$ cat src/rtl/seg_disp_pkg.sv
// Shared encodings and helpers for the seven-segment display scheduler.
package seg_disp_pkg;

    typedef enum logic [1:0] {
        GS_IDLE  = 2'd0,
        GS_PLAY  = 2'd1,
        GS_PAUSE = 2'd2,
        GS_OVER  = 2'd3
    } game_state_t;

    localparam logic [5:0] PT_NONE = 6'b000000;
    localparam logic [5:0] PT_HI   = 6'b000001;
    localparam logic [5:0] PT_SEP  = 6'b010000;

    localparam logic [15:0] DATA_MAX = 16'd9999;
    localparam logic [7:0]  BCD_MAX  = 8'd99;

    // Everything the driver sees, bundled so it can be registered in one place.
    typedef struct packed {
        logic [15:0] data;
        logic [7:0]  bcd_data;
        logic [5:0]  point;
        logic        seg_en;
        logic        sign;
    } disp_out_t;

    // Clamp a binary value to what four digits can show.
    function automatic logic [15:0] sat_data(input logic [15:0] v);
        return (v > DATA_MAX) ? DATA_MAX : v;
    endfunction

    // Clamp a binary value to what two digits can show.
    function automatic logic [7:0] sat_bcd(input logic [7:0] v);
        return (v > BCD_MAX) ? BCD_MAX : v;
    endfunction

endpackage

$ cat src/rtl/seg_disp_sched_ms_tick.sv
// Free-running millisecond prescaler; tick is high for the terminal count cycle.
module ms_tick #(
    parameter int CLK_PER_MS = 50_000
) (
    input  logic sys_clk,
    input  logic sys_rst_n,
    output logic tick
);

    localparam int CW = (CLK_PER_MS > 1) ? $clog2(CLK_PER_MS) : 1;
    localparam logic [CW-1:0] TERM = CW'(CLK_PER_MS - 1);

    logic [CW-1:0] cnt_reg;

    // Count 0..CLK_PER_MS-1 forever; only reset clears it.
    always_ff @(posedge sys_clk or negedge sys_rst_n) begin
        if (!sys_rst_n)
            cnt_reg <= '0;
        else if (cnt_reg == TERM)
            cnt_reg <= '0;
        else
            cnt_reg <= cnt_reg + 1'b1;
    end

    assign tick = (cnt_reg == TERM);

endmodule

$ cat src/rtl/seg_disp_sched.sv
// Chooses what the six-digit display shows from game state, paging timers and
// the transient event overlay. All driver outputs are registered.
module seg_disp_sched
    import seg_disp_pkg::*;
#(
    parameter int CLK_PER_MS = 50_000,
    parameter int ROT_MS     = 2000,
    parameter int BLINK_MS   = 500,
    parameter int EVT_MS     = 1000
) (
    input  logic        sys_clk,
    input  logic        sys_rst_n,
    input  logic [1:0]  game_state,
    input  logic [15:0] score,
    input  logic [15:0] hi_score,
    input  logic [7:0]  level,
    input  logic        evt_req,
    input  logic [15:0] evt_data,
    input  logic        evt_neg,
    output logic [15:0] data,
    output logic [7:0]  bcd_data,
    output logic [5:0]  point,
    output logic        seg_en,
    output logic        sign,
    output logic        evt_busy
);

    localparam logic [15:0] ROT_TERM   = 16'(ROT_MS - 1);
    localparam logic [15:0] BLINK_TERM = 16'(BLINK_MS - 1);
    localparam logic [15:0] EVT_TERM   = 16'(EVT_MS - 1);

    logic        tick;
    game_state_t gs;

    game_state_t mode_reg;
    logic [15:0] ms_cnt_reg, ms_cnt_next;
    logic        page_reg, page_next;
    logic        busy_reg, busy_next;
    logic [15:0] evt_cnt_reg, evt_cnt_next;
    logic [15:0] evt_val_reg, evt_val_next;
    logic        evt_neg_reg, evt_neg_next;
    disp_out_t   out_reg, out_next;

    ms_tick #(.CLK_PER_MS(CLK_PER_MS)) u_ms_tick (
        .sys_clk   (sys_clk),
        .sys_rst_n (sys_rst_n),
        .tick      (tick)
    );

    assign gs = game_state_t'(game_state);

    // State register: mode copy, paging and overlay counters, output register.
    always_ff @(posedge sys_clk or negedge sys_rst_n) begin
        if (!sys_rst_n) begin
            mode_reg    <= GS_IDLE;
            ms_cnt_reg  <= '0;
            page_reg    <= 1'b0;
            busy_reg    <= 1'b0;
            evt_cnt_reg <= '0;
            evt_val_reg <= '0;
            evt_neg_reg <= 1'b0;
            out_reg     <= '0;
        end else begin
            mode_reg    <= gs;
            ms_cnt_reg  <= ms_cnt_next;
            page_reg    <= page_next;
            busy_reg    <= busy_next;
            evt_cnt_reg <= evt_cnt_next;
            evt_val_reg <= evt_val_next;
            evt_neg_reg <= evt_neg_next;
            out_reg     <= out_next;
        end
    end

    // Next state: page timer restarts on any mode change; overlay runs independently.
    always_comb begin
        logic        paging;
        logic [15:0] term;
        paging       = 1'b0;
        term         = ROT_TERM;
        ms_cnt_next  = ms_cnt_reg;
        page_next    = page_reg;
        busy_next    = busy_reg;
        evt_cnt_next = evt_cnt_reg;
        evt_val_next = evt_val_reg;
        evt_neg_next = evt_neg_reg;

        case (mode_reg)
            GS_IDLE: begin paging = 1'b1; term = ROT_TERM;   end
            GS_OVER: begin paging = 1'b1; term = BLINK_TERM; end
            default: begin paging = 1'b0; term = ROT_TERM;   end
        endcase

        if (gs != mode_reg) begin
            ms_cnt_next = '0;
            page_next   = 1'b0;
        end else if (paging && tick) begin
            if (ms_cnt_reg == term) begin
                ms_cnt_next = '0;
                page_next   = ~page_reg;
            end else begin
                ms_cnt_next = ms_cnt_reg + 16'd1;
            end
        end

        // A new request always wins over the running count (retrigger).
        if (evt_req) begin
            busy_next    = 1'b1;
            evt_cnt_next = '0;
            evt_val_next = evt_data;
            evt_neg_next = evt_neg;
        end else if (busy_reg && tick) begin
            if (evt_cnt_reg == EVT_TERM) begin
                busy_next    = 1'b0;
                evt_cnt_next = '0;
            end else begin
                evt_cnt_next = evt_cnt_reg + 16'd1;
            end
        end
    end

    // Output selection from the next-state view so outputs lag inputs by one cycle.
    always_comb begin
        out_next = '0;
        if (busy_next) begin
            out_next.data   = sat_data(evt_val_next);
            out_next.sign   = evt_neg_next;
            out_next.seg_en = 1'b1;
        end else begin
            case (gs)
                GS_IDLE: begin
                    out_next.data   = page_next ? sat_data(hi_score) : sat_data(score);
                    out_next.point  = page_next ? PT_HI : PT_NONE;
                    out_next.seg_en = 1'b1;
                end
                GS_PLAY, GS_PAUSE: begin
                    out_next.data     = sat_data(score);
                    out_next.bcd_data = sat_bcd(level);
                    out_next.point    = PT_SEP;
                    out_next.seg_en   = (gs == GS_PLAY);
                end
                default: begin
                    out_next.data   = page_next ? sat_data(hi_score) : sat_data(score);
                    out_next.point  = page_next ? PT_HI : PT_NONE;
                    out_next.sign   = ~page_next;
                    out_next.seg_en = 1'b1;
                end
            endcase
        end
    end

    assign data     = out_reg.data;
    assign bcd_data = out_reg.bcd_data;
    assign point    = out_reg.point;
    assign seg_en   = out_reg.seg_en;
    assign sign     = out_reg.sign;
    assign evt_busy = busy_reg;

endmodule
$ cat config.mk
export PLATFORM = sky130hd
export DESIGN_NAME = seg_disp_sched
export DESIGN_NICKNAME = d
export VERILOG_FILES = /design/src/rtl/seg_disp_pkg.sv /design/src/rtl/seg_disp_sched_ms_tick.sv /design/src/rtl/seg_disp_sched.sv
export SDC_FILE = /design/constraint.sdc
export NUM_CORES = 1
export LEC_CHECK = 0
export ABC_AREA = 1
export CELL_PAD_IN_SITES_DETAIL_PLACEMENT = 1
export CELL_PAD_IN_SITES_GLOBAL_PLACEMENT = 1
export CORE_UTILIZATION = 39
export DETAILED_ROUTE_END_ITERATION = 16
export GPL_TIMING_DRIVEN = 1
export PLACE_DENSITY_LB_ADDON = 0.1
export SLEW_MARGIN = 10
export SYNTH_ARGS = -nofsm -noshare
export SYNTH_HDL_FRONTEND = slang
export SYNTH_HIERARCHICAL = 1
export SYNTH_SLANG_ARGS = --single-unit
$ cat constraint.sdc
create_clock -name sys_clk -period 2.95 [get_ports sys_clk]
set_input_delay 0.59 -clock sys_clk [delete_from_list [all_inputs] [get_ports sys_clk]]
set_output_delay 0.59 -clock sys_clk [all_outputs]
set_load 0.05 [all_outputs]
==> results.cfg, run 1 <==
[power]
p_sw_mw = 0.7818
pwr-share-seq_pct = 46.7
power.total_mw = 2.994
p_sw_share_pct = 26.11
p_leak_nw = 2.984
p_per_area_nw_per_um2 = 467.0
vdd_drop_max_mv = 0.2862
clkPwrFrac_pct = 39.6
combinationalPowerShare_pct = 13.7
p_int_mw = 2.212

[floorplanning]
start_util_pct = 39.93
die_x_um = 115.7
ios = 95
fp.dieH_um = 115.7
rows = 41
fp.coreArea_um2 = 12620
die_area_um2 = 13380

[placed_design]
gp_congestion = 0.8436
io_buffers = 90
post-dp-hpwl_um = 10370
dp.cells = 878

[global_routing]
grt_first_pass_wirelength_um = 22600
grt_busiest_layer = met2
use_met2_pct = 36.45
grt_usage_pct = 21.93
grt_pass1_vias = 4637
overflow = 0
grt_max_degree = 57
grtUsageMet3_pct = 5.126
grt_util_met1_pct = 27.99
antenna_found_initial = 0

[sta]
clock_skew_ns = 0.008374
hold_ws_ns = 0.2275
fin_crit_ns = 2.642
fmax_mhz = 378.5
drv_slew = 0
period_share_pct = 89.57
setup_violations = 0
rsz0062_at_grt = false
finalHoldViolCount = 0
tightest_slew_ns = 0.5678
max_slew_margin_pct = 62.15
setup_tns_ns = 0

[outcome]
violations = design-rule violations
outcome = finished, violations left

[cts]
post_cts_buffers = 0
ctsHtreeMaxLevel = 3
cts_made_buffers = 9
cts_tree = done
clk_pin_slew_ns = 0.07
cts.sink_count = 97
clock_path_buffers = 2
clock_latency_ns = 0.35
cts_resized = 0
clockRootBuffer = clkbuf_16
hold_buffers = 0

[critical_path]
end_kind = flip-flop
cp_cell_sequence = ha_1 -> nand3_2 -> nor2_1 -> nand2_2 -> inv_2 -> inv_1 -> nor2_1 -> inv_1 -> nand2_4 -> nand3_1 -> nor3_1 -> nand2_1 -> nand2_1 -> nor3b_1
critPathSlowestCell = dfrtp_1
crit_path_start_kind = flip-flop
crit_fanout = 18
crit_type = flip-flop to flip-flop
critPathArrivalTime_ns = 2.89
required_ns = 3.20
timing.critical_path.slowest_cell_delay_ns = 0.40
ff2ff_setup_slack_ns = 0.31

[detailed_routing]
drc = 2
vias_per_cell = 4.910
drt_iter0_markers = 167
ant_nets = 0
drt_wl_total_um = 13370
via_count = 4385
drtPass1Iterations = 10
wl_per_cell_um = 14.97

[cells_and_area]
fillers = 1562
utilization_pct = 50.80
seq_area_um2 = 2427
fin_cells = 893
antennaDiodeCount = 0
final_nets = 785
multi_input_comb_area_um2 = 2188
drive_gt1_share_pct = 7.767
syn_to_final_growth_pct = 27.24

[yosys]
netlist_instances = 620
synth_cell_types = 45
syn_area_per_cell_um2 = 8.127
synthesis.area_um2 = 5039
ys_seq_area_share_pct = 48.17
ys_warn_count = 6
ys_ff_latch = 97

[flow_run]
timing.max_cap.violations = 0

[hold_path]
holdCritPathClass = input port to async pin
[Yosys cell counts (all sizes together)]
| cell | n | share of area [%] |
|---|---|---|
| a211oi | 5 | 0.75 |
| a21oi | 12 | 1.2 |
| a221oi | 1 | 0.17 |
| a2bb2oi | 1 | 0.17 |
| a31o | 1 | 0.17 |
| a31oi | 4 | 0.50 |
| a32o | 1 | 0.20 |
| and3 | 1 | 0.12 |
| buf | 16 | 2.6 |
| clkbuf | 1 | 0.074 |
| clkinv | 3 | 0.47 |
| conb | 1 | 0.074 |
| dfrtp | 97 | 48 |
| ha | 6 | 1.5 |
| inv | 79 | 5.9 |
| mux2i | 3 | 0.60 |
| nand2 | 161 | 13 |
| nand3 | 49 | 5.1 |
| nand3b | 8 | 1.2 |
| nand4 | 22 | 2.9 |
| nor2 | 80 | 6.4 |
| nor3 | 19 | 2.8 |
| nor3b | 2 | 0.30 |
| nor4 | 4 | 0.62 |
| o21a | 1 | 0.15 |
| o21ai | 23 | 2.4 |
| o22ai | 3 | 0.37 |
| or2 | 1 | 0.12 |
| xor2 | 15 | 2.6 |
[stage by stage]
step	area [um2]	setup WS (ns)
finish	6411	0.3077
global route	6411	0.03235
CTS	6404	0.01261
detailed placement	6107	0.03706
global placement	6107	0.2465
floorplan	5061	0.8761
[critical path: cells and delay by family, from the launching register on]
family	cells	cell delay (ns)
flops	1	0.40
fa+ha+maj	1	0.23
buf+inv	3	0.33
simple gates	10	1.59
[layer usage]
metal | vias to the layer above | routed length, um
met3 | 11 | 648
met2 | 88 | 6440
met5 | - | 0
li1 | 2173 | -
met4 | 0 | 205
met1 | 2113 | 6077
[power groups by stage]
stage,clock (mW),combinational [mW],sequential (mW)
6_report,1.18,0.411,1.40
5_1_grt,1.26,0.450,1.40
4_1_cts,1.22,0.416,1.40
3_5_place_dp,0,0.415,1.42
3_3_place_gp,0,0.405,1.42
2_1_floorplan,0,0.146,1.49
[worst paths after layout]
kind                                          to  cells past startpoint                  from
setup / recovery                  ms_cnt_reg[13]                     14  u_ms_tick/cnt_reg[0]
hold / removal             u_ms_tick/cnt_reg[12]                      1             sys_rst_n
setup reg to reg                  ms_cnt_reg[13]                     14  u_ms_tick/cnt_reg[0]
hold reg to reg                   evt_val_reg[0]                      2        evt_val_reg[0]
max in group asynchronous                data[5]                      2             sys_rst_n
min in group sys_clk              evt_val_reg[0]                      2        evt_val_reg[0]
[layout by cell type, fill, tap and decap left out, types with 2 or more instances in the layout]
cell type | synthesis | final
a211oi_1 | 5 | 5
nand2_4 | 2 | 3
conb_1 | 1 | 7
nand3b_1 | 8 | 8
nand2_1 | 154 | 153
nand2_2 | 5 | 5
nor3b_1 | 2 | 2
inv_2 | 6 | 6
o21ai_1 | 2 | 2
clkbuf_16 | 0 | 9
xor2_1 | 15 | 15
o21ai_0 | 20 | 20
o22ai_1 | 3 | 3
clkinvlp_4 | 0 | 2
nor3_1 | 11 | 11
nor4_1 | 3 | 3
nand3_2 | 2 | 2
nor2_4 | 2 | 2
inv_1 | 73 | 73
nor3_2 | 7 | 7
mux2i_1 | 3 | 3
clkdlybuf4s50_1 | 0 | 89
dfrtp_1 | 97 | 97
nor2_1 | 75 | 75
buf_4 | 6 | 7
a31oi_1 | 4 | 4
nor2_2 | 3 | 3
a21oi_1 | 12 | 12
clkinv_1 | 2 | 2
nand3_1 | 47 | 47
nand4_1 | 21 | 21
ha_1 | 6 | 6
[area by class of cell]
class,instances,area share [%]
Clock buffer,11,3.786
Timing Repair Buffer,97,15.03
Sequential cell,97,37.86
Inverter,82,4.996
Multi-Input combinational cell,430,34.13
Tap cell,172,3.357
Clock inverter,4,0.8392
[cell families (layout without fill, tap and decap cells)]
group | Yosys count | after routing | synth area share [%]
DFF | 97 | 97 | 48.17
AOI/OAI and AO/OA | 52 | 52 | 6.035
adders and majority gates | 6 | 6 | 1.490
and+or+nand+nor | 347 | 347 | 32.03
other | 1 | 7 | 0.07443
muxes | 3 | 3 | 0.5960
buffers and inverters | 99 | 194 | 8.989
xor gates and xnor gates | 15 | 15 | 2.607
Power figures use the tool's default switching activity.
==> run 2, diff against run 1 <==
- CORE_UTILIZATION: 39 -> 35
- clock period: 2.95 -> 2.1 ns (I/O delays scaled with it)
==> run 2 against run 1 <==
The flow now finishes without violations. Die area increased by 11%. Clock-buffer cell count decreased by 2. Sequential power increased by 41%. Clock power increased by 44%. Critical path depth increased by 2. Via count increased by 6.8%. Worst setup slack got worse by 0.26 ns. Largest power group unchanged.
==> results.cfg, run 2 (synthesis results as in run 1) <==
[critical_path]
timing.critical_path.slowest_cell_delay_ns = 0.36
critPathBufInv = 4
critPathArrivalTime_ns = 2.35
r2r-start = u_ms_tick/cnt_reg[0]
crit_family = simple AND/OR/NAND/NOR gates
crit_fanout = 6
required_ns = 2.40
cp_cell_sequence = ha_2 -> nand3_2 -> nor2_2 -> nand2_2 -> inv_2 -> inv_2 -> nor2_4 -> nand4_1 -> nand2_2 -> inv_2 -> nor2_4 -> buf_12 -> nand4_1 -> nand2_1 -> nand2_1 -> nand2_1
critical_path.startpoint = u_ms_tick/cnt_reg[0]
end_kind = flip-flop
crit_type = flip-flop to flip-flop
crit_path_start_kind = flip-flop
critPathSlowestCell = dfrtp_1

[detailed_routing]
ant_nets = 0
drtPass1Iterations = 4
drc = 0
wl_per_cell_um = 14.98
drt_wl_total_um = 14500
vias_per_cell = 4.837
drt_iter0_markers = 157
via_count = 4682

[cts]
cts_made_buffers = 9
clock_latency_ns = 0.36
clock_path_buffers = 2
hold_buffers = 0
clk_pin_slew_ns = 0.07
cts_tree = done
clockRootBuffer = clkbuf_16
ctsHtreeMaxLevel = 3
cts.sink_count = 97

[flow_run]
timing.max_cap.violations = 0

[global_routing]
grt_first_pass_wirelength_um = 23440
grt_usage_pct = 20.38
grt_max_degree = 42
antenna_found_initial = 0
grt_pass1_vias = 4856
overflow = 0

[floorplanning]
ios = 95
die_x_um = 122.0
die_area_um2 = 14880
fp.dieH_um = 122.0
fp.coreArea_um2 = 13990
rows = 43
start_util_pct = 36.02

[cells_and_area]
drive_gt1_share_pct = 18.02
antennaDiodeCount = 0
fillers = 1726
final_nets = 851
fin_area_um2 = 7056
final_common_cell = nand2_1
syn_to_final_growth_pct = 40.03
seq_area_um2 = 2429
utilization_pct = 50.44
fin_cells = 968
layout_common_cells = nand2_1, dfrtp_1, clkdlybuf4s50_1
multi_input_comb_area_um2 = 2263

[sta]
hold_ws_ns = 0.06117
period_share_pct = 97.51
tightest_slew_ns = 0.5791
clock_skew_ns = 0.01071
fmax_mhz = 488.3
drv_slew = 0
finalHoldViolCount = 0
max_slew_margin_pct = 61.39
setup_slack_ns = 0.05222
setup_tns_ns = 0
setup_violations = 0
rsz0062_at_grt = true
fin_crit_ns = 2.048

[power]
vdd_drop_max_mv = 0.3623
p_leak_nw = 3.335
p_sw_share_pct = 27.11
p_per_area_nw_per_um2 = 613.8
pwr-share-seq_pct = 45.4
p_sw_mw = 1.174
power.total_mw = 4.331
p_int_mw = 3.157
combinationalPowerShare_pct = 15.3
clkPwrFrac_pct = 39.3

[placed_design]
place_ws_ns = -0.1316
dp.cells = 944
post-dp-hpwl_um = 11070
io_buffers = 90
gp_congestion = 0.8436
place_area_um2 = 6603

[outcome]
outcome = finished, final reports clean

[hold_path]
holdCritPathClass = input port to async pin
==> run 2: worst paths after layout <==
kind / endpoint / slack, ns / depth (start not counted)
max: data[5] / 0.05 / 16
min: u_ms_tick/cnt_reg[7] / 0.06 / 1
max reg2reg: data[5] / 0.05 / 16
min reg2reg: evt_val_reg[1] / 0.47 / 2
max in group asynchronous: u_ms_tick/cnt_reg[1] / 1.44 / 2
min in group sys_clk: evt_val_reg[1] / 0.47 / 2
==> run 2: worst register-to-register path, delay by kind of cell (launching register included) <==
| family | cells | cell delay, ns |
|---|---|---|
| fa+ha+maj | 1 | 0.19 |
| flops | 1 | 0.36 |
| buf+inv | 4 | 0.31 |
| simple gates | 11 | 1.14 |
==> run 2: routing by layer <==
| layer | GRT usage (%) | vias up | share of wire, % |
|---|---|---|---|
| li1 | - | 2310 | - |
| met1 | 26.39 | 2263 | 46 |
| met2 | 33.62 | 94 | 48 |
| met3 | 3.839 | 15 | 4.4 |
| met4 | 7.562 | 0 | 1.3 |
| met5 | 0 | - | 0 |
==> run 2: area by class of cell <==
class                   count  share of cell area (%)
flip-flops and latches     97                   34.42
well taps                 180                   3.192
repair buffers            162                   21.46
clock buffers               9                   3.192
clock inverters             7                   1.117
inverters                  82                   4.540
multi-input cells         431                   32.08
==> run 2: power groups by stage <==
stage / clock network, mW / registers, mW / logic (mW)
after floorplan: 0 / 2.09 / 0.205
after global placement: 0 / 2.00 / 0.644
after detailed placement: 0 / 2.00 / 0.657
after CTS: 1.76 / 1.96 / 0.662
after global routing: 1.82 / 1.97 / 0.719
final: 1.70 / 1.97 / 0.664
==> run 2: what timing repair did <==
action / CTS / global route
setup buffers: 1 / 6
gates cloned: 1 / 0
endpoints found under the setup margin: 18 / 31
pin swaps: 1 / 14
gates resized for setup: 5 / 19
==> run 3, diff against run 2 <==
- SLEW_MARGIN: 10 -> 30
==> results of run 3 <==
Same layout as run 2: the final DEF is identical, and so are final timing and power.
